==> config.mk <==
export PLATFORM = sky130hd
export DESIGN_NAME = gf_power_engine
export DESIGN_NICKNAME = d
export VERILOG_FILES = /design/src/rtl/gf_power_engine.sv
export SDC_FILE = /design/constraint.sdc
export NUM_CORES = 1
export LEC_CHECK = 0
export CORE_UTILIZATION = 55
export CTS_CLUSTER_DIAMETER = 60
export DETAILED_ROUTE_END_ITERATION = 10
export GPL_ROUTABILITY_DRIVEN = 0
export GPL_TIMING_DRIVEN = 0
export PLACE_DENSITY_LB_ADDON = 0.1
export SYNTH_ARGS = -nofsm -noshare
export SYNTH_HDL_FRONTEND = slang
export SYNTH_SLANG_ARGS = --single-unit
==> constraint.sdc <==
create_clock -name clk -period 2.8 [get_ports clk]
set_input_delay 0.28 -clock clk [delete_from_list [all_inputs] [get_ports clk]]
set_output_delay 0.28 -clock clk [all_outputs]
set_load 0.05 [all_outputs]
==> src/rtl/gf_power_engine.sv <==
// ============================================================================
// Module  : gf_power_engine
// Brief   : Multi-lane iterative y = x^E over GF(2^N), left-to-right
//           square-and-multiply, one exponent bit per clock.
// Revision: 1.0 - initial release
// ============================================================================
`default_nettype none

module gf_power_engine #(
   parameter int         N     = 6,
   parameter logic [N:0] POLY  = 7'h43,
   parameter int         LANES = 4,
   parameter int         EXP_W = 6
) (
   input  logic                 clk,
   input  logic                 rst_n,
   input  logic                 in_valid,
   output logic                 in_ready,
   input  logic [EXP_W-1:0]     in_exp,
   input  logic [LANES*N-1:0]   in_data,
   output logic                 out_valid,
   input  logic                 out_ready,
   output logic [LANES*N-1:0]   out_data,
   output logic                 busy
);

   localparam int                 c_IDX_W    = (EXP_W > 1) ? $clog2(EXP_W) : 1;
   localparam logic [c_IDX_W-1:0] c_IDX_LAST = c_IDX_W'(EXP_W - 1);

   typedef enum logic [1:0] {
      S_IDLE = 2'd0,
      S_RUN  = 2'd1,
      S_DONE = 2'd2
   } state_t;

   state_t                 r_state;
   state_t                 w_state_nxt;
   logic                   r_live;
   logic [LANES*N-1:0]     r_x;
   logic [LANES*N-1:0]     r_acc;
   logic [EXP_W-1:0]       r_exp;
   logic [c_IDX_W-1:0]     r_idx;
   logic                   r_out_valid;
   logic [LANES*N-1:0]     r_out_data;
   logic [LANES*N-1:0]     w_acc_nxt;
   logic                   w_accept;
   logic                   w_last;

   function automatic logic [N-1:0] gf_xtime(input logic [N-1:0] a);
      gf_xtime = (a << 1) ^ (a[N-1] ? POLY[N-1:0] : '0);
   endfunction

   // MSB-first Horner product: reduction is folded into every doubling step.
   function automatic logic [N-1:0] gf_mul(input logic [N-1:0] a, input logic [N-1:0] b);
      logic [N-1:0] p;
      p = '0;
      for (int i = N - 1; i >= 0; i--) begin
         p = gf_xtime(p) ^ (b[i] ? a : '0);
      end
      gf_mul = p;
   endfunction

   for (genvar k = 0; k < LANES; k++) begin : g_lane
      logic [N-1:0] w_sq;
      assign w_sq = gf_mul(r_acc[k*N +: N], r_acc[k*N +: N]);
      assign w_acc_nxt[k*N +: N] = r_exp[EXP_W-1] ? gf_mul(w_sq, r_x[k*N +: N]) : w_sq;
   end

   assign in_ready  = r_live && (r_state == S_IDLE);
   assign w_accept  = in_valid && in_ready;
   assign w_last    = (r_state == S_RUN) && (r_idx == '0);
   assign out_valid = r_out_valid;
   assign out_data  = r_out_data;
   assign busy      = (r_state == S_RUN) || (r_state == S_DONE);

   always_ff @(posedge clk or negedge rst_n) begin
      if (!rst_n) begin
         r_state <= S_IDLE;
      end else begin
         r_state <= w_state_nxt;
      end
   end

   always_comb begin
      w_state_nxt = r_state;
      case (r_state)
         S_IDLE:  if (w_accept) w_state_nxt = S_RUN;
         S_RUN:   if (r_idx == '0) w_state_nxt = S_DONE;
         S_DONE:  if (r_out_valid && out_ready) w_state_nxt = S_IDLE;
         default: w_state_nxt = S_IDLE;
      endcase
   end

   // r_live holds in_ready low until the first edge after reset release.
   always_ff @(posedge clk or negedge rst_n) begin
      if (!rst_n) begin
         r_live      <= 1'b0;
         r_x         <= '0;
         r_acc       <= '0;
         r_exp       <= '0;
         r_idx       <= '0;
         r_out_valid <= 1'b0;
         r_out_data  <= '0;
      end else begin
         r_live <= 1'b1;
         if (w_accept) begin
            r_x   <= in_data;
            r_exp <= in_exp;
            r_idx <= c_IDX_LAST;
            for (int k = 0; k < LANES; k++) begin
               r_acc[k*N +: N] <= N'(1);
            end
         end else if (r_state == S_RUN) begin
            r_acc <= w_acc_nxt;
            r_exp <= r_exp << 1;
            r_idx <= r_idx - 1'b1;
            if (w_last) begin
               r_out_valid <= 1'b1;
               r_out_data  <= w_acc_nxt;
            end
         end else if ((r_state == S_DONE) && r_out_valid && out_ready) begin
            r_out_valid <= 1'b0;
            r_out_data  <= '0;
         end
      end
   end

endmodule

`default_nettype wire

# Yosys cells after proc, flatten, opt, wreduce, memory -nomap -nowiden
# Cells that the tools add are included.
# word_totals
ramBits,0
rom_bits,0
output_inout_bits,27
n_memories,0
latch_bits,0
elab_cells,217
reg_bits,85
# op_classes
bitwise_logic,81
eq_ne,6
n_div,0
n_mux,108
n_reduce_logical,13
order_cmp,0
n_addsub,1
mul,0
n_shift,0
# ops
cell,count
6-bit two-way mux,54
6-bit by 2-bit XOR with 6-bit output,40
6-bit XOR,40
24-bit two-way mux,5
2-bit two-way mux,43
1-bit logical AND,6
3-bit two-way mux,2
2-bit one-hot mux with 3 select lines,1
3-bit AND reduction,2
"2-bit by 1-bit != test with 1-bit output, second input constant",2
"2-bit != test, second input constant",2
2-bit nonzero test,2
3-bit logical NOT,1
1-bit two-way mux,3
"3-bit by 1-bit subtractor with 3-bit output, second input constant",1
"2-bit by 1-bit equality test with 1-bit output, second input constant",1
"2-bit equality test, second input constant",1
2-bit logical NOT,1
1-bit logical OR,1
1-bit NOT,1

# Longest topological paths before layout
# Gate-level depths: netlist of run 1.
# logic_depth
depth_word,35
depth_mapped,9
ltp_nobuf,8

# Worst setup path before layout of run 1
# No wires, ideal clock.
# synth_timing
kind,register to register
start,register r_state[0]
end,register r_out_data[1] (netlist: out_data[1])
slack_ns,0.583
n_path_buf,1
arrival_ns,2.088
synth_period_minus_slack_ns,2.217
setup_ns,0.130
path_stages_with_launch,10
cell_sequence,dfrtp_1 -> inv_1 -> ha_1 -> and2_1 -> nand2_1 -> nand3_1 -> clkbuf_1 -> nor2_1 -> a22oi_1 -> o21ai_2
# synth_via
elab_chain_len,5
# synth_rtl
item,line,source
start: declaration,36,state_t r_state;
start signal: assignment,80,r_state <= w_state_nxt;
2-bit logical NOT,69,assign in_ready = r_live && (r_state == S_IDLE);
1-bit logical AND,69,
named net in_ready,18,"output logic in_ready,"
1-bit logical AND,70,assign w_accept = in_valid && in_ready;
1-bit NOT (no line),-,
3-bit AND reduction (no line),-,
end signal: assignment,119,r_out_data <= w_acc_nxt;
end: declaration,44,logic [LANES*N-1:0] r_out_data;
# The timed path passes the listed nets, and every way through them passes these cells.
# A chain may end at the register's enable or synchronous reset.

# Worst setup path in the final report of run 1
# layout_timing
start,register r_state[1]
end,register r_acc[9]
# layout_via
elab_chain_len,4
# layout_rtl
item,line,source
2-bit logical NOT,69,
1-bit logical AND,69,
1-bit logical AND,70,
24-bit two-way mux / 2-bit nonzero test (equally long branches),-,
end signal: assignment,114,r_acc <= w_acc_nxt;
end: declaration,40,logic [LANES*N-1:0] r_acc;
# Several ways; a longest one is shown, not always the timed one.

==> run summary, run 1 <==
outcome: complete, but fails checks
failing checks: design-rule violations
Die H: 111 µm
share of post-route cells with drive strength above 1: 9.50%
Worst slew margin: 50.1%
Hold Vio Cnt, Final: 0
multi-input logic area: 0.00406 mm²
Routed WL: 18.5 mm
largest family of logic cells by synthesized area: simple AND/OR/NAND/NOR gates
ys flop type: dfrtp_1
Die Area: 0.0124 mm²
arrival time at the worst endpoint: 2.86 ns
clk root buf: clkbuf_16
Syn-to-layout area delta: 16.7%
clock share of power: 48.3%
commonest non-fill, non-tap cells in the layout: nand2_1, dfrtp_1, o21ai_0
setup bufs post-CTS: 0
post-DP HPWL: 13.0 mm
DRT Pass-1 Iters: 8
Net Switching: 0.000547 W
transition time of the tightest slew-check pin: 0.748 ns
Worst Setup Slack, final: 0.132 ns
unrepaired setup endpoints after global routing: false
vias per std cell: 6.01
Clk Latency, worst-skew pair: 0.36 ns
Setup Skew: 0.00576 ns
number of synthesized flops with an enable pin: 0
mapped cell area: 0.00657 mm²
sequential cell area fraction in the yosys report: 32.4%
# setup viols final: 0
switching portion of total power: 21.7%
startpoint class of the critical path: flop
CP required: 2.99 ns
commonest non-fill, non-tap cell in the layout: nand2_1
final critical-path required period: 2.67 ns
core area: 0.0115 mm²
Max Freq: 375 MHz
Layout Cells excl Fill: 975
CTS sink cnt: 85
CTS resizes: 0
internal power: 0.00198 W
Seq. cell area: 0.00213 mm²
dpl ws: 0.219 ns
critical path peak fanout: 10
Fillers: 977
number of core rows: 39
routed via count: 5,858
Placement Cell Area: 0.00737 mm²
Iter 0 DRT Violations: 527
n_diodes: 0
I/O Pins: 61
Clock transition at path regs: 0.06 ns
Post-DRT Antenna Nets: 0
post-synthesis simple-gate area fraction: 21.0%
Power Density: 330 mW/mm²
compound-gate portion of the synthesized area: 16.2%
port buffer count: 60
Final Slew Violations: 0
Yosys warning total: 0
post-synthesis mux area share: 5.37%
Syn Area/Cell: 8.69 µm²
CTS tree: yes
Max VDD drop: 0.000248 V
Placed Cells: 960
combinational share of power: 3.1%
crit path kind: reg2reg
Layout Nets: 868
Reg power frac: 48.6%
Post-Synthesis Cells: 756
Synth Area in XOR/XNOR: 18.1%
vias in the first global route: 5,814
final instance area: 0.00766 mm²
initial antenna violation count: 0
period utilisation layout: 95.3%
Hold Path Class: in2async
Crit. End Element: flop
max-cap violation count: 0
Initial Utilization: 57.0%
chip width: 111 µm
syn_nets: 795
number of synthesized register bits: 85
first-pass GRT wire length: 29.7 mm
GRT Total Usage: 31.0%
Static Leak: 3.62 nW
number of buffers created by CTS: 9
fin util: 66.6%
clock tree buffer depth: 2
asr flop ratio synth: 100%
Synth Area in Adders: 0.952%
largest net degree at the start of global routing: 47
Distinct cells, synth: 59
final total power: 0.00253 W
H-tree Lvls: 3
Avg WL per Cell: 18.9 µm
# DRC: 8
gr ovfl total: 0
-- final timing paths --
check	from	cells after the start	slack [ns]	end
setup / recovery	r_state[1]	6	0.13	r_acc[9]
hold / removal	rst_n	2	0.45	r_x[15]
setup reg to reg	r_state[1]	6	0.13	r_acc[9]
hold reg to reg	out_data[0]	2	0.48	out_data[0]
max in group asynchronous	rst_n	3	1.72	r_x[0]
min in group clk	in_data[4]	3	0.45	r_x[4]
-- layer usage --
metal,up-vias,global-route usage [%],routed length [µm]
li1,2737,-,-
met1,2846,40.9,7920
met2,243,50.5,8840
met3,32,6.07,1310
met4,0,12.1,396
met5,-,0,0
-- worst max-delay path, cell delays in order, from the launching register on --
cell and delay, ns:
dfrtp_1 0.38, inv_1 0.10, ha_1 0.27, clkbuf_1 0.50, clkbuf_1 0.52, clkbuf_1 0.53
a31oi_1 0.20
-- power by group through the flow --
stage | sequential, W | combinational [W] | clock (W)
after floorplan | 0.00125 | 0.000000630 | 0
after global placement | 0.00125 | 0.0000724 | 0
after detailed placement | 0.00125 | 0.0000781 | 0
after CTS | 0.00123 | 0.0000795 | 0.00121
after global routing | 0.00123 | 0.0000857 | 0.00126
final | 0.00123 | 0.0000773 | 0.00122
-- layout make-up --
type / count / area share, %
clock buffers: 12 / 3.22
inverters: 16 / 0.784
well taps: 143 / 2.33
multi-input cells: 589 / 52.9
plain buffers: 66 / 4.26
flip-flops and latches: 85 / 27.8
clock inverters: 2 / 0.457
repair buffers: 62 / 8.29
-- what timing repair did --
action,in CTS,in global routing
endpoints found under the setup margin,0,0
hold buffers,1,0
hold endpoints to repair,39,0
-- cells by family after synthesis --
family / Yosys count
simple gates: 301
other cells: 1
xor+xnor: 88
buf+inv: 82
flops: 85
mux: 33
fa+ha+maj: 5
compound gates: 161
-- Yosys cell counts (all sizes together), types with 10 or more instances --
master  number  area share, %
a21oi       23            1.8
a22oi       18            2.1
buf         33            3.1
clkbuf      33            1.9
dfrtp       85             32
inv         15           0.86
mux2        18            3.1
mux2i       15            2.3
nand2      212             12
nand2b      13            1.2
nor2        17            1.0
nor2b       10           0.95
o21ai       68            5.3
xnor2       30            4.1
xnor3       21            7.2
xor2        29            3.9
-- through the flow --
stage                     setup TNS [ns]  hold slack [ns]
after floorplan                        0          -0.0156
after global placement           -148.95            0.470
after detailed placement               0            0.305
after CTS                              0            0.451
after global routing                   0            0.470
final                                  0            0.449
-- flip-flops by register name (all words and copies together) (netlist names) --
register   cells
r_x           24
r_acc         24
r_exp          6
r_state        2
out_valid      1
out_data      24
r_live         1
r_idx          3
Power figures use the tool's default switching activity.
==> inputs of run 2 (changes only) <==
--- a/config.mk
+++ b/config.mk
@@ -5,12 +5,13 @@
 export SDC_FILE = /design/constraint.sdc
 export NUM_CORES = 1
 export LEC_CHECK = 0
-export CORE_UTILIZATION = 55
+export CORE_UTILIZATION = 25
 export CTS_CLUSTER_DIAMETER = 60
 export DETAILED_ROUTE_END_ITERATION = 10
 export GPL_ROUTABILITY_DRIVEN = 0
 export GPL_TIMING_DRIVEN = 0
 export PLACE_DENSITY_LB_ADDON = 0.1
+export REMOVE_ABC_BUFFERS = 1
 export SYNTH_ARGS = -nofsm -noshare
 export SYNTH_HDL_FRONTEND = slang
 export SYNTH_SLANG_ARGS = --single-unit
==> run summary, run 2 (synthesis gave the netlist of run 1 again) <==
CTS tree: yes
unrepaired setup endpoints after global routing: false
Hold Vio Cnt, Final: 0 (unchanged)
period utilisation layout: 93.7% (-1.6 points)
final hold slack: 0.400 ns (-0.0485 ns)
outcome: completed
vias per std cell: 4.78 (-20%)
Initial Utilization: 25.8% (-31 points)
crit path kind: reg2reg
Setup Skew: 0.00689 ns (+0.00114 ns)
Layout Nets: 805 (-7.3%)
r2r endpoint: out_data[2]
first-pass GRT wire length: 29.6 mm (-0.49%)
worst reg-to-reg path cell count: 7 (+1)
reg-to-reg startpoint: r_acc[5]
Die H: 164 µm (+47%)
Setup crit start: r_acc[5]
max-cap violation count: 0 (unchanged)
transition time of the tightest slew-check pin: 0.897 ns (+0.149 ns)
Worst R2R Setup Slack: 0.18 ns (+0.04 ns)
largest net degree at the start of global routing: 62 (+32%)
final total power: 0.00253 W (+0.12%)
chip width: 164 µm (+47%)
arrival time at the worst endpoint: 2.86 ns (about the same)
Hold Path Class: in2async
Power Density: 330 mW/mm² (+0.12%)
final instance area: 0.00766 mm² (unchanged)
startpoint class of the critical path: flop
Clk Latency, worst-skew pair: 0.35 ns (about the same)
Static Leak: 3.45 nW (-4.8%)
H-tree Lvls: 3 (unchanged)
port buffer count: 60 (unchanged)
Max VDD drop: 0.000199 V (-20%)
DRT Pass-1 Iters: 5 (-3)
Iter 0 DRT Violations: 263 (-50%)
Placement Cell Area: 0.00735 mm² (-0.34%)
setup bufs post-CTS: 0 (unchanged)
Clock transition at path regs: 0.06 ns (about the same)
Metal-1 WL: 8.73 mm (+10%)
initial antenna violation count: 0 (unchanged)
number of buffers created by CTS: 9 (unchanged)
vias in the first global route: 5,356 (-7.9%)
share of post-route cells with drive strength above 1: 7.80% (-1.7 points)
GRT Total Usage: 14.2% (-17 points)
met3 WL post-DR: 518 µm (-60%)
max layer used: met4
setup TNS: 0 ns (unchanged)
Syn-to-layout area delta: 16.7% (unchanged)
final critical-path required period: 2.62 ns (-0.0439 ns)
commonest non-fill, non-tap cell in the layout: nand2_1
CP required: 3.03 ns (+0.04 ns)
CTS sink cnt: 85 (unchanged)
Final Slew Violations: 0 (unchanged)
Crit. End Element: flop
Worst slew margin: 40.2% (-9.9 points)
clk root buf: clkbuf_16
clock tree buffer depth: 2 (unchanged)
critical path peak fanout: 15 (+5)
core area: 0.0255 mm² (+120%)
Avg WL per Cell: 16.4 µm (-14%)
number of core rows: 58 (+49%)
post-DP HPWL: 12.1 mm (-7.2%)
Routed WL: 18.0 mm (-2.6%)
gr ovfl total: 0 (unchanged)
I/O Pins: 61 (unchanged)
# setup viols final: 0 (unchanged)
n_diodes: 0 (unchanged)
dpl ws: -0.673 ns (-0.891 ns)
# DRC: 0 (-8)
Worst Setup Slack, final: 0.176 ns (+0.0439 ns)
routed via count: 5,252 (-10%)
Critical Path End: out_data[2]
met2 wire length: 8.57 mm (-3.0%)
Die Area: 0.0269 mm² (+120%)
commonest non-fill, non-tap cells in the layout: nand2_1, dfrtp_1, o21ai_0, clkdlybuf4s50_1
Max Freq: 381 MHz (+1.7%)
Post-DRT Antenna Nets: 0 (unchanged)
-- run 2: cell count changes in the layout (fill, tap and decap cells not counted), sizes merged --
cell | before | now
clkbuf | 45 | 12
buf | 35 | 5
clkinvlp | 0 | 1
inv | 15 | 14
-- run 2: worst min path at each step --
stage | start | end | slack, ns | depth (start not counted)
floorplan | rst_n | out_data[0] | -0.02 | 0
CTS | rst_n | r_x[2] | 0.41 | 2
global placement | out_data[23] | out_data[23] | 0.48 | 2
finish | rst_n | r_x[2] | 0.40 | 2
detailed placement | rst_n | r_x[2] | 0.23 | 1
global route | rst_n | r_x[2] | 0.43 | 2
-- run 2: through the flow --
| step | instances | util (%) |
|---|---|---|
| detailed placement | 1084 | 28.8 |
| floorplan | 690 | - |
| finish | 1099 | 30.1 |
| global placement | 1080 | 28.5 |
| global route | 1099 | 30.1 |
| CTS | 1099 | 30.1 |
-- run 2: metal layers --
| layer | vias to the layer above | track usage, % |
|---|---|---|
| li1 | 2596 | - |
| met5 | - | 0 |
| met2 | 74 | 23.5 |
| met4 | 0 | 3.37 |
| met3 | 13 | 2.17 |
| met1 | 2569 | 19.3 |
-- run 2: what timing repair did --
| item | CTS | global route |
|---|---|---|
| gates resized for setup | 5 | 2 |
| setup endpoints to repair | 24 | 11 |
| hold buffers | 1 | 0 |
| hold endpoints to repair | 24 | 0 |
-- run 2: area by class of cell --
type	count	area [µm²]
Clock inverter	2	35.0
Timing Repair Buffer	65	696
Multi-Input combinational cell	589	4080
Fill cell	2651	17800
Tap cell	330	413
Sequential cell	85	2130
Clock buffer	12	246
Inverter	16	63.8
-- run 2: report_power, final --
group          internal (W)  switching [W]  leakage [nW]  total (W)
clock              0.000707       0.000516         0.139    0.00122
sequential          0.00123    0.000000331          1.05    0.00123
combinational     0.0000450      0.0000335          2.25  0.0000785
total               0.00198       0.000550          3.45    0.00253
-- run 2: critical path, cell delays in order (launching register included) --
cell and delay [ns]:
dfrtp_1 0.69, mux2_2 0.41, a221oi_2 0.24, xor2_1 0.29
xor2_1 0.13, xnor2_1 0.32, a21oi_1 0.12, a211o_1 0.31
==> inputs of run 3 (changes only) <==
--- a/config.mk
+++ b/config.mk
@@ -8,6 +8,7 @@
 export CORE_UTILIZATION = 25
 export CTS_CLUSTER_DIAMETER = 60
 export DETAILED_ROUTE_END_ITERATION = 10
+export DONT_BUFFER_PORTS = 1
 export GPL_ROUTABILITY_DRIVEN = 0
 export GPL_TIMING_DRIVEN = 0
 export PLACE_DENSITY_LB_ADDON = 0.1
==> run summary, run 3 (synthesis gave the netlist of run 1 again) <==
outcome: completed
Setup crit start: r_acc[17]
Routed WL: 18.3 mm (+1.8%)
Max Freq: 375 MHz (-1.6%)
combinational share of power: 1.3% (-1.8 points)
period utilisation layout: 95.3% (+1.5 points)
CTS tree: yes
Iter 0 DRT Violations: 275 (+4.6%)
Critical Path, Cell by Cell: mux2_2 -> a221oi_2 -> xor2_1 -> xnor3_1 -> nor2_2 -> xor2_1 -> a21oi_1
crit path kind: reg2reg
number of core rows: 58 (unchanged)
final critical-path required period: 2.67 ns (+0.0433 ns)
port buffer count: 0 (-100%)
slowest stage delay, CP: 0.68 ns (about the same)
Worst slew margin: 37.7% (-2.5 points)
critical path peak fanout: 15 (unchanged)
max-cap violation count: 0 (unchanged)
Die Area: 0.0269 mm² (unchanged)
Crit. End Element: flop
unrepaired setup endpoints after global routing: false
clock tree buffer depth: 2 (unchanged)
number of buffers created by CTS: 9 (unchanged)
chip width: 164 µm (unchanged)
# DRC: 0 (unchanged)
Static Leak: 3.24 nW (-6.1%)
# setup viols final: 0 (unchanged)
core area: 0.0255 mm² (unchanged)
final hold slack: 0.0390 ns (-0.361 ns)
setup bufs post-CTS: 0 (unchanged)
transition time of the tightest slew-check pin: 0.934 ns (+0.0374 ns)
I/O Pins: 61 (unchanged)
routed via count: 5,110 (-2.7%)
Net Switching: 0.000564 W (+2.5%)
Final Slew Violations: 0 (unchanged)
Die H: 164 µm (unchanged)
GRT Total Usage: 14.3% (+0.16 points)
Clock transition at path regs: 0.07 ns (about the same)
share of post-route cells with drive strength above 1: 9.14% (+1.3 points)
slowest CP cell: dfrtp_1
H-tree Lvls: 3 (unchanged)
CP dominant cell by count: xor2_1
vias per std cell: 4.91 (+2.7%)
startpoint class of the critical path: flop
Avg WL per Cell: 17.6 µm (+7.5%)
commonest non-fill, non-tap cell in the layout: nand2_1
Setup Skew: 0.0102 ns (+0.00334 ns)
Hold Path Class: in2reg
Fillers: 2,689 (+1.4%)
internal power: 0.00200 W (+1.0%)
Hold Vio Cnt, Final: 0 (unchanged)
Post-DRT Antenna Nets: 0 (unchanged)
post-DP HPWL: 12.0 mm (-0.83%)
n_diodes: 0 (unchanged)
Power Density: 360 mW/mm² (+9.2%)
Reg power frac: 47.9% (-0.7 points)
arrival time at the worst endpoint: 2.89 ns (+0.03 ns)
CP required: 3.02 ns (about the same)
fin util: 27.9% (-2.2 points)
vias in the first global route: 5,161 (-3.6%)
Syn-to-layout area delta: 8.30%
gr ovfl total: 0 (unchanged)
clock share of power: 50.8% (+2.5 points)
initial antenna violation count: 0 (unchanged)
DRT Pass-1 Iters: 4 (-1)
Layout Nets: 745 (-7.5%)
largest net degree at the start of global routing: 86 (+39%)
CTS sink cnt: 85 (unchanged)
hold_sp: in_data[2]
clk root buf: clkbuf_16
first-pass GRT wire length: 29.6 mm (+0.14%)
commonest non-fill, non-tap cells in the layout: nand2_1, dfrtp_1, o21ai_0
crit-path leading delay family: XOR/XNOR gates
Buf/Inv on CP: 0 (unchanged)
switching portion of total power: 22.0% (+0.25 points)
Clk Latency, worst-skew pair: 0.34 ns (about the same)
Initial Utilization: 25.8% (unchanged)
Max VDD drop: 0.000236 V (+19%)
reg-to-reg startpoint: r_acc[17]
==> run 3: power groups by stage <==
stage,clock network [W],registers [W],logic [W]
after global placement,0,0.00125,0.000000630
after CTS,0.00136,0.00123,0.0000359
after detailed placement,0,0.00125,0.000000665
after global routing,0.00140,0.00123,0.0000388
final,0.00130,0.00123,0.0000323
after floorplan,0,0.00125,0.000000630
==> run 3: routing by layer <==
metal / global-route usage (%) / part of all wire [%] / vias to the layer above
met5: 0 / 0 / -
met2: 23.8 / 47 / 84
li1: - / - / 2491
met3: 2.22 / 3.5 / 4
met1: 19.4 / 49 / 2531
met4: 3.58 / 0.51 / 0
==> run 3: final timing paths <==
kind / cells past startpoint / end / slack, ns
hold reg to reg: 2 / r_idx[2] / 0.51
setup reg to reg: 7 / r_acc[13] / 0.13
hold / removal: 2 / r_x[2] / 0.04
max in group asynchronous: 2 / r_acc[22] / 1.87
setup / recovery: 7 / r_acc[13] / 0.13
min in group asynchronous: 2 / r_x[2] / 0.50
==> run 3: worst reg2reg max path, stage by stage, from the launching register on <==
cell and delay [ns]:
dfrtp_1 0.68, mux2_2 0.41, a221oi_2 0.23, xor2_1 0.31
xnor3_1 0.49, nor2_2 0.13, xor2_1 0.20, a21oi_1 0.09
==> run 3: cell type report <==
class	count	area (µm²)	share of cell area (%)
inverter	16	63.8	0.897
clock buffer	13	270	3.80
clock inverter	3	43.8	0.616
sequential	85	2130	30.0
tap	330	413	5.80
timing repair buffer	5	97.6	1.37
multi-input combinational	589	4100	57.6
==> run 3: repair_timing <==
item / in CTS / in global routing
hold endpoints to repair: 85 / 0
pin swaps: 0 / 0
setup endpoints to repair: 24 / 9
hold buffers: 2 / 0
resized for setup: 6 / 5
==> run 3: per-stage QoR <==
step	TNS, ns	area [µm²]	instances	power (W)	worst slack, ns
global placement	-69.39	6660	1020	0.00125	-2.12
floorplan	-0.777	6240	690	0.00125	-0.138
global route	0	7110	1041	0.00267	0.00787
detailed placement	-12.87	6720	1023	0.00125	-0.807
CTS	0	7100	1041	0.00262	0.0391
finish	0	7110	1041	0.00256	0.132
